## src/rtl/seg_scan_ctrl.sv

```systemverilog
// rtl/seg_scan_ctrl.sv - time-multiplexed seven-segment scan controller
// Double-buffered digit word committed only at frame boundaries; guard period opens every slot.
module seg_scan_ctrl #(
    parameter int NUM_DIGITS   = 4,
    parameter int REFRESH_DIV  = 1000,
    parameter int GUARD_CYCLES = 50
) (
    input  logic                    clk,
    input  logic                    rst_n,
    input  logic                    enable,
    input  logic                    load_valid,
    input  logic [4*NUM_DIGITS-1:0] load_data,
    output logic                    load_ready,
    input  logic [NUM_DIGITS-1:0]   blank_mask,
    output logic [3:0]              seg_code,
    output logic                    seg_blank,
    output logic [NUM_DIGITS-1:0]   digit_en,
    output logic                    frame_done
);

    localparam int IDX_W = (NUM_DIGITS > 1) ? $clog2(NUM_DIGITS) : 1;
    localparam int DIV_W = (REFRESH_DIV > 1) ? $clog2(REFRESH_DIV) : 1;
    localparam logic [IDX_W-1:0] LAST_IDX  = IDX_W'(NUM_DIGITS - 1);
    localparam logic [DIV_W-1:0] LAST_DIV  = DIV_W'(REFRESH_DIV - 1);
    localparam logic [DIV_W-1:0] LAST_GRD  = DIV_W'(GUARD_CYCLES - 1);

    typedef enum logic [1:0] {IDLE, GUARD, DRIVE} state_t;

    state_t                  state, state_n;
    logic [IDX_W-1:0]        idx, idx_n;
    logic [DIV_W-1:0]        div_cnt, div_n;
    logic [4*NUM_DIGITS-1:0] active, active_n;
    logic [4*NUM_DIGITS-1:0] shadow, shadow_n;
    logic                    pending, pending_n;
    logic                    frame_end, drop, accept, commit, buffer_load;
    logic [NUM_DIGITS-1:0]   digit_en_n;
    logic [3:0]              seg_code_n;
    logic                    seg_blank_n;

    always_comb begin
        state_n   = state;
        idx_n     = idx;
        div_n     = div_cnt;
        frame_end = 1'b0;
        drop      = 1'b0;
        case (state)
            IDLE: begin
                if (enable) begin
                    state_n = GUARD;
                    idx_n   = '0;
                    div_n   = '0;
                end
            end
            GUARD: begin
                if (!enable) begin
                    drop = 1'b1;
                end else begin
                    div_n = div_cnt + DIV_W'(1);
                    if (div_cnt == LAST_GRD) state_n = DRIVE;
                end
            end
            default: begin
                if (!enable) begin
                    drop = 1'b1;
                end else if (div_cnt == LAST_DIV) begin
                    div_n   = '0;
                    state_n = GUARD;
                    if (idx == LAST_IDX) begin
                        idx_n     = '0;
                        frame_end = 1'b1;
                    end else begin
                        idx_n = idx + IDX_W'(1);
                    end
                end else begin
                    div_n = div_cnt + DIV_W'(1);
                end
            end
        endcase
        if (drop) begin
            state_n = IDLE;
            idx_n   = '0;
            div_n   = '0;
        end
    end

    // While scanning, new words wait in shadow until the frame ends or the scan stops.
    always_comb begin
        accept      = load_valid && load_ready;
        buffer_load = accept && (state != IDLE);
        commit      = pending && (frame_end || drop);
        active_n    = active;
        shadow_n    = shadow;
        pending_n   = pending;
        if (accept && state == IDLE) begin
            active_n = load_data;
        end else if (commit) begin
            active_n  = shadow;
            pending_n = 1'b0;
        end
        if (buffer_load) begin
            shadow_n  = load_data;
            pending_n = 1'b1;
        end
    end

    // Outputs are decoded from the next state so they land registered alongside it.
    always_comb begin
        digit_en_n  = '0;
        seg_code_n  = 4'd0;
        seg_blank_n = 1'b1;
        if (state_n == DRIVE) begin
            seg_code_n = active_n[{idx_n, 2'b00} +: 4];
            if (!blank_mask[idx_n]) begin
                digit_en_n[idx_n] = 1'b1;
                seg_blank_n       = 1'b0;
            end
        end
    end

    always_ff @(posedge clk or negedge rst_n) begin
        if (!rst_n) begin
            state      <= IDLE;
            idx        <= '0;
            div_cnt    <= '0;
            active     <= '0;
            shadow     <= '0;
            pending    <= 1'b0;
            digit_en   <= '0;
            seg_code   <= 4'd0;
            seg_blank  <= 1'b1;
            frame_done <= 1'b0;
            load_ready <= 1'b1;
        end else begin
            state      <= state_n;
            idx        <= idx_n;
            div_cnt    <= div_n;
            active     <= active_n;
            shadow     <= shadow_n;
            pending    <= pending_n;
            digit_en   <= digit_en_n;
            seg_code   <= seg_code_n;
            seg_blank  <= seg_blank_n;
            frame_done <= frame_end;
            load_ready <= !(pending || buffer_load);
        end
    end

endmodule

```

## config.mk

```make
export PLATFORM = sky130hd
export DESIGN_NAME = seg_scan_ctrl
export DESIGN_NICKNAME = d
export VERILOG_FILES = /design/src/rtl/seg_scan_ctrl.sv
export SDC_FILE = /design/constraint.sdc
export NUM_CORES = 1
export LEC_CHECK = 0
export ABC_AREA = 1
export BUFFER_PORTS_ARGS = -buffer_cell sky130_fd_sc_hd__buf_4
export CAP_MARGIN = 30
export CORE_MARGIN = 4
export CORE_UTILIZATION = 58
export CTS_BUF_LIST = sky130_fd_sc_hd__clkbuf_16
export CTS_CLUSTER_DIAMETER = 100
export DETAILED_ROUTE_END_ITERATION = 8
export HOLD_SLACK_MARGIN = 0.03
export PLACE_DENSITY = 0.84
export SLEW_MARGIN = 20
export SYNTH_ARGS = -nofsm -noshare
export SYNTH_HDL_FRONTEND = slang
export SYNTH_SLANG_ARGS = --single-unit
```

## constraint.sdc

```tcl
create_clock -name clk -period 2.05 [get_ports clk]
set_input_delay 0.1025 -clock clk [delete_from_list [all_inputs] [get_ports clk]]
set_output_delay 0.1025 -clock clk [all_outputs]
set_load 0.01 [all_outputs]
```

# == Word level (Yosys, flattened, before mapping) ==
# Cells that the tools add are included.
# totals
reg_bits,58
inputBits,24
mem_count,0
word_cells,75
latchBits,0
rom_bits,0
output_inout_bits,11
mem_bits_rw,0
# classes
mul,0
mux,39
eq_ne,6
bitwise,0
n_div,0
reduce_logical,14
order_cmp,2
n_shift,1
add_sub_neg,2
# op_table
op,count
2-to-1 mux 10 bit,5
2-to-1 mux 16 bit,2
2-to-1 mux 2 bit,11
one-hot mux 10 bit (2 select lines),1
indexed part select 16 x 5 -> 4 bit,1
2-to-1 mux 1 bit,13
2-to-1 mux 4 bit,3
adder 10 x 1 -> 10 bit (second input constant),1
== test 10 bit (second input constant),1
== test 10 x 6 -> 1 bit (second input constant),1
one-hot mux 2 bit (2 select lines),2
nonzero test 2 bit,3
logical AND 1 bit,5
== test 2 bit (second input constant),2
< comparator 2 x 3 -> 1 bit (second input constant),1
adder 2 x 1 -> 2 bit (second input constant),1
binary-select mux 1 bit (select 2 bit),1
demux 1 bit (select 2 bit),1
== test 2 x 1 -> 1 bit (second input constant),1
greater-or-equal comparator 2 x 1 -> 1 bit (second input constant),1
zero test 2 bit,1
logical OR 1 bit,2
!= test 2 bit (second input constant),1
AND reduction 2 bit,1
other kinds (2),2

# == Depth between registers and ports, before layout ==
# logic_depth
word_depth,12
depth_mapped,14
mapped_depth_nobuf,13

# == Worst setup path after synthesis ==
# OpenSTA, ideal clock, no wires.
# synth_timing
path_type,reg-to-reg
from,register div_cnt[0]
to,register seg_code[1]
stages_incl_launch_ff,14
period_less_slack_ps,1708
slack_ps,342
path_buffers,1
required_ps,1925
setup_time_ps,125
arrival_ps,1583
cell_sequence,dfrtp_1 ha_1 nand2_4 nor2_8 nand3_4 nand2_8 clkbuf_8 nand3_1 nand3_2 nand2_2 nand2_1 nand2_1 nor2_1 nor2_1
# synth_between
elab_chain_cells,10
word_cells_on_any_way,22
cone_classes,eq/ne: 3; shift: 1; mux: 16; reduce/logical: 2
# synth_lines
item,line_no,source
from (decl),31,"logic [DIV_W-1:0] div_cnt, div_n;"
from (signal assigned),136,div_cnt <= div_n;
== test 10 bit,65,end else if (div_cnt == LAST_DIV) begin
2-to-1 mux 1 bit,65,
2-to-1 mux 1 bit,63,if (!enable) begin
2-to-1 mux 1 bit,46,case (state)
logical OR 1 bit,90,commit = pending && (frame_end || drop);
logical AND 1 bit,90,
2-to-1 mux 16 bit,96,end else if (commit) begin
2-to-1 mux 16 bit,94,if (accept && state == IDLE) begin
net active_n[9],32,"logic [4*NUM_DIGITS-1:0] active, active_n;"
indexed part select 16 x 5 -> 4 bit,112,"seg_code_n = active_n[{idx_n, 2'b00} +: 4];"
2-to-1 mux 4 bit,111,if (state_n == DRIVE) begin
net seg_code_n[1],37,logic [3:0] seg_code_n;
to (signal assigned),141,seg_code <= seg_code_n;
to (decl),15,"output logic [3:0] seg_code,"
# The timed path passes the listed nets, and every way through them passes these cells.
# A chain may end at the register's enable or synchronous reset.

# == Worst setup path after layout ==
# layout_timing
from,register div_cnt[0]
to,register seg_code[1]
# layout_between
word_cells_on_any_way,22
cone_classes,eq/ne: 3; shift: 1; mux: 16; reduce/logical: 2
# layout_lines
item,line_no,source
== test 10 bit,65,
2-to-1 mux 2 bit,65,
2-to-1 mux 2 bit,63,
one-hot mux 2 bit (2 select lines),46,
2-to-1 mux 2 bit,79,if (drop) begin
net idx_n[0],30,"logic [IDX_W-1:0] idx, idx_n;"
indexed part select 16 x 5 -> 4 bit,112,
2-to-1 mux 4 bit,111,
net seg_code_n[1],37,
# The timed path passes the listed nets, and every way through them passes these cells.

==> tab_implementation.tex <==
\begin{tabular}{lr}
\hline
Metric & Value \\
\hline
\multicolumn{2}{l}{\textbf{Run status}} \\
\quad Outcome & finished clean \\
\multicolumn{2}{l}{\textbf{Setup path}} \\
\quad Slowest cell on crit path & dfrtp\_1 \\
\quad Data arrival, critical path & 2170 ps \\
\quad Worst setup slack for register-to-register paths & 130 ps \\
\quad Worst Path Class, Setup & reg -> reg \\
\quad Sequence of cells on the critical path & ha\_2 > nand2\_4 > nor2\_8 > nand3\_2 > nand2\_1 > nand3\_2 > nand2\_4 > inv\_2 > nor2\_4 > nand2\_1 > nand2\_1 > nor2\_1 > nor2\_1 \\
\quad Type of element capturing the critical path & register \\
\quad Startpoint type of the worst setup path & register \\
\quad Required time of the worst setup path & 2300 ps \\
\quad Depth of the worst register-to-register path & 13 \\
\quad Delay of the slowest cell on the worst path & 430 ps \\
\quad Most prevalent standard cell on the critical path & nand2\_1 \\
\quad Critical-path maximum fanout & 7 \\
\multicolumn{2}{l}{\textbf{Logic synthesis}} \\
\quad Xor-xnor portion of the synthesized cell area & 1.39\% \\
\quad Number of flip-flops and latches in the synthesized netlist & 58 \\
\quad Warnings from Yosys & 0 \\
\quad Number of flops mapped to enable cells by yosys & 0 \\
\quad Post-Syn Area & 0.00315 mm\^{}2 \\
\quad Post-synth top area cell & dfrtp\_1 \\
\quad Combinational family with the most area after synthesis & simple AND/OR/NAND/NOR gates \\
\quad Net count after synthesis & 400 \\
\quad Cell count after synthesis & 373 \\
\quad Primary flip-flop cell chosen by synthesis mapping & dfrtp\_1 \\
\quad Commonest cells post-synth & nand2\_1 (100), dfrtp\_1 (56), inv\_1 (46) \\
\quad Share of async-settable or async-resettable flops after synthesis & 100\% \\
\quad Top area cells in the synthesized netlist & dfrtp\_1 (44\%), nand2\_1 (12\%), inv\_1 (5.5\%), nand3\_1 (5.4\%), nand2\_2 (4.2\%) \\
\quad Area fraction in compound gates after synthesis & 4.45\% \\
\quad Most frequent cell after synthesis & nand2\_1 \\
\quad Sequential cell area fraction in the yosys report & 46.1\% \\
\quad Area fraction in and, or, nand and nor cells after synthesis & 37.4\% \\
\quad Average cell area after synthesis & 8.45 um\^{}2 \\
\quad Multiplexer share of the synthesized area & 0\% \\
\quad Number of distinct standard cells referenced by the synthesized netlist & 34 \\
\quad Synth top area share & 44.5\% \\
\quad Adder and majority cell fraction of the synthesized area & 1.19\% \\
\multicolumn{2}{l}{\textbf{STA}} \\
\quad Final hold vios & 0 \\
\quad Worst-case headroom to the max-slew limit & 50.6\% \\
\quad Unrepaired setup endpoints after global routing & true \\
\quad Fin Clk Skew & 6.69 ps \\
\quad Worst hold slack after final layout & 149 ps \\
\quad Number of pins with negative max-slew slack in the final report & 0 \\
\quad Transition time at the pin with the least slew margin & 741 ps \\
\quad Crit path setup slack, layout & 126 ps \\
\quad Final setup violation count & 0 \\
\quad Final critical-path share of the clock period & 93.9\% \\
\quad Min cycle time layout & 1920 ps \\
\quad Maximum clock frequency & 0.520 GHz \\
\multicolumn{2}{l}{\textbf{Floorplanning}} \\
\quad Number of top-level pins & 35 \\
\quad Placement Rows & 26 \\
\quad Floorplan die area & 0.00667 mm\^{}2 \\
\quad Std-Cell Core Area & 0.00517 mm\^{}2 \\
\quad Die span in x & 81.7 um \\
\quad Vertical die dimension & 81.7 um \\
\quad Initial Utilization & 60.9\% \\
\multicolumn{2}{l}{\textbf{Clocking}} \\
\quad Maximum level of the CTS H-tree & 3 \\
\quad CTS root buffer & clkbuf\_16 \\
\quad Maximum clock insertion buffer count & 2 \\
\quad Insertion delay to the later sink of the worst-skew pair & 330 ps \\
\quad Number of clock sinks & 58 \\
\quad TritonCTS Buffers & 9 \\
\quad Clock tree from TritonCTS & yes \\
\quad Clock Pin Slew Worst Setup and Hold Paths & 50 ps \\
\multicolumn{2}{l}{\textbf{Power and ir drop}} \\
\quad Sequential group share of total power & 39.5\% \\
\quad Logic pwr share & 25.4\% \\
\quad Int Power & 2.75 mW \\
\quad Sw Ratio & 30.5\% \\
\quad Clk network pwr share & 35.1\% \\
\quad Reported net switching power & 1.21 mW \\
\quad LEAKAGE & 2.03 nW \\
\quad Power density over cell area & 1010 mW/mm\^{}2 \\
\quad Worst supply voltage drop on vdd & 0.717 mV \\
\multicolumn{2}{l}{\textbf{GRT}} \\
\quad Total global routing track utilization & 24.3\% \\
\quad Number of global-route vias before repair & 2,663 \\
\quad Number of antenna violations at the first check in global routing & 0 \\
\quad Largest net degree at the start of global routing & 59 \\
\quad Overall overflow remaining after global route & 0 \\
\quad First-pass GRT wire length & 12,100 um \\
\multicolumn{2}{l}{\textbf{Layout}} \\
\quad Proportion of layout cells with a drive suffix above 1 & 26.8\% \\
\quad Final instance area & 0.00394 mm\^{}2 \\
\quad Number of antenna cells inserted & 0 \\
\quad Register area & 0.00146 mm\^{}2 \\
\quad Multi-input gate area & 0.00141 mm\^{}2 \\
\quad Final instance count without filler cells & 510 \\
\quad Growth of design area from synthesis to finish & 24.9\% \\
\quad Fill cells & 337 \\
\quad Total Nets Final & 463 \\
\multicolumn{2}{l}{\textbf{Route}} \\
\quad Total via count after detailed routing & 2,642 \\
\quad Post-detailed-route wirelength per cell & 14.1 um \\
\quad Number of design-rule violations left by the first detailed-router iteration & 182 \\
\quad DRT Pass-1 Iters & 4 \\
\quad WL final & 7210 um \\
\quad Number of vias per cell after detailed routing & 5.18 \\
\quad DRC Markers & 0 \\
\quad Number of routed nets with antenna violations & 0 \\
\multicolumn{2}{l}{\textbf{Placed design}} \\
\quad Hpwl dp & 4690 um \\
\quad GP Congestion & 0.897 \\
\quad Input/output buffers & 34 \\
\quad Placed inst area & 0.00342 mm\^{}2 \\
\quad Pre-CTS setup slack & 46.6 ps \\
\quad Count of placed standard cells including taps & 471 \\
\multicolumn{2}{l}{\textbf{Worst hold path}} \\
\quad Hold WC Path Type & in -> reg \\
\quad Hold Path Depth & 5 \\
\multicolumn{2}{l}{\textbf{Job}} \\
\quad Number of violations of the max-capacitance limit & 0 \\
\hline
\end{tabular}
==> layer usage <==
metal / wire (um) / share of wire (%) / global-route usage [%] / up-vias
met3: 362 / 5.0 / 6.25 / 17
met5: 0 / 0 / 0 / -
li1: - / - / - / 1305
met1: 2990 / 41 / 28.9 / 1249
met2: 3690 / 51 / 41.0 / 71
met4: 169 / 2.3 / 11.5 / 0
==> worst max-delay path, delay by kind of cell (launching register included) <==
| kind | cells | cell delay [ps] |
|---|---|---|
| flops | 1 | 430 |
| buf+inv | 1 | 70 |
| fa+ha+maj | 1 | 230 |
| simple gates | 11 | 1120 |
==> power groups by stage <==
stage	Clock [mW]	Sequential [mW]	Combinational, mW
5_1_grt	1.45	1.59	1.16
3_5_place_dp	0	1.58	0.949
4_1_cts	1.41	1.56	0.988
2_1_floorplan	0	1.54	0.759
6_report	1.39	1.56	1.01
3_3_place_gp	0	1.55	0.905
==> path summary, 6_finish.rpt <==
| path | from | to |
|---|---|---|
| max | div_cnt[0] | seg_code[1] |
| min | blank_mask[3] | seg_blank |
| max reg2reg | div_cnt[0] | seg_code[1] |
| min reg2reg | shadow[6] | shadow[6] |
| max in group asynchronous | rst_n | state[1] |
| min in group asynchronous | rst_n | active[15] |
==> sequential cells by signal, indices dropped and copies added (netlist names) <==
name        flops
idx             2
seg_blank       1
active         16
div_cnt        10
digit_en        4
seg_code        4
load_ready      1
state           2
pending         1
frame_done      1
shadow         16
==> cell type report <==
type,instances,area share (%)
Sequential cell,58,37.0
Multi-Input combinational cell,253,35.7
Timing Repair Buffer,63,13.1
Clock buffer,9,5.72
Inverter,51,4.96
Tap cell,70,2.23
Clock inverter,6,1.27
==> layout by cell type (no fill, tap or decap) <==
| cell | Yosys | layout |
|---|---|---|
| nand2_1 | 100 | 100 |
| dfrtp_1 | 56 | 55 |
| inv_1 | 46 | 46 |
| buf_4 | 1 | 46 |
| nand3_1 | 34 | 34 |
| nor2_1 | 24 | 22 |
| nand2_2 | 21 | 21 |
| o21ai_0 | 18 | 18 |
| dlygate4sd3_1 | 0 | 17 |
| nand3_2 | 13 | 13 |
| clkbuf_16 | 0 | 9 |
| nand4_1 | 6 | 6 |
| inv_2 | 5 | 5 |
| nor2_4 | 5 | 5 |
| nand2_4 | 5 | 5 |
| xor2_1 | 5 | 5 |
| nand3b_1 | 4 | 4 |
| o22ai_1 | 3 | 3 |
| clkinv_1 | 0 | 3 |
| nor2_2 | 0 | 2 |
| nand2_8 | 2 | 2 |
| nor3_1 | 2 | 2 |
| ha_1 | 3 | 2 |
| dfstp_2 | 2 | 2 |
| nor2_8 | 1 | 1 |
| nand3_4 | 1 | 1 |
| clkinvlp_4 | 0 | 1 |
| nor4_1 | 1 | 1 |
| a21boi_0 | 1 | 1 |
| o32ai_1 | 1 | 1 |
| or2_2 | 1 | 1 |
| a32o_1 | 1 | 1 |
| a21oi_1 | 1 | 1 |
| ha_2 | 0 | 1 |
| bufinv_16 | 0 | 1 |
| clkinv_2 | 0 | 1 |
| dfrtp_2 | 0 | 1 |
==> through the flow <==
stage	power [mW]	utilization [%]	TNS [ps]
CTS	3.96	74.8	0
finish	3.96	76.1	0
global route	4.21	76.1	-46.7
floorplan	2.30	-	0
global placement	2.46	66.2	0
detailed placement	2.53	66.2	0
==> kinds of logic (layout without fill, tap and decap cells) <==
family | count (synthesis) | in the layout
and+or+nand+nor | 220 | 220
buffers and inverters | 62 | 129
DFF | 58 | 58
AOI/OAI and AO/OA | 25 | 25
xor gates and xnor gates | 5 | 5
adders and majority gates | 3 | 3
==> repair_timing <==
| action | 4_1_cts | 5_1_grt |
|---|---|---|
| setup endpoints to repair | 0 | 7 |
| resized for setup | 0 | 5 |
| buffers inserted | 0 | 7 |
| hold endpoints to repair | 82 | 0 |
| hold buffers | 17 | 0 |
(Power assumes the default switching activity.)
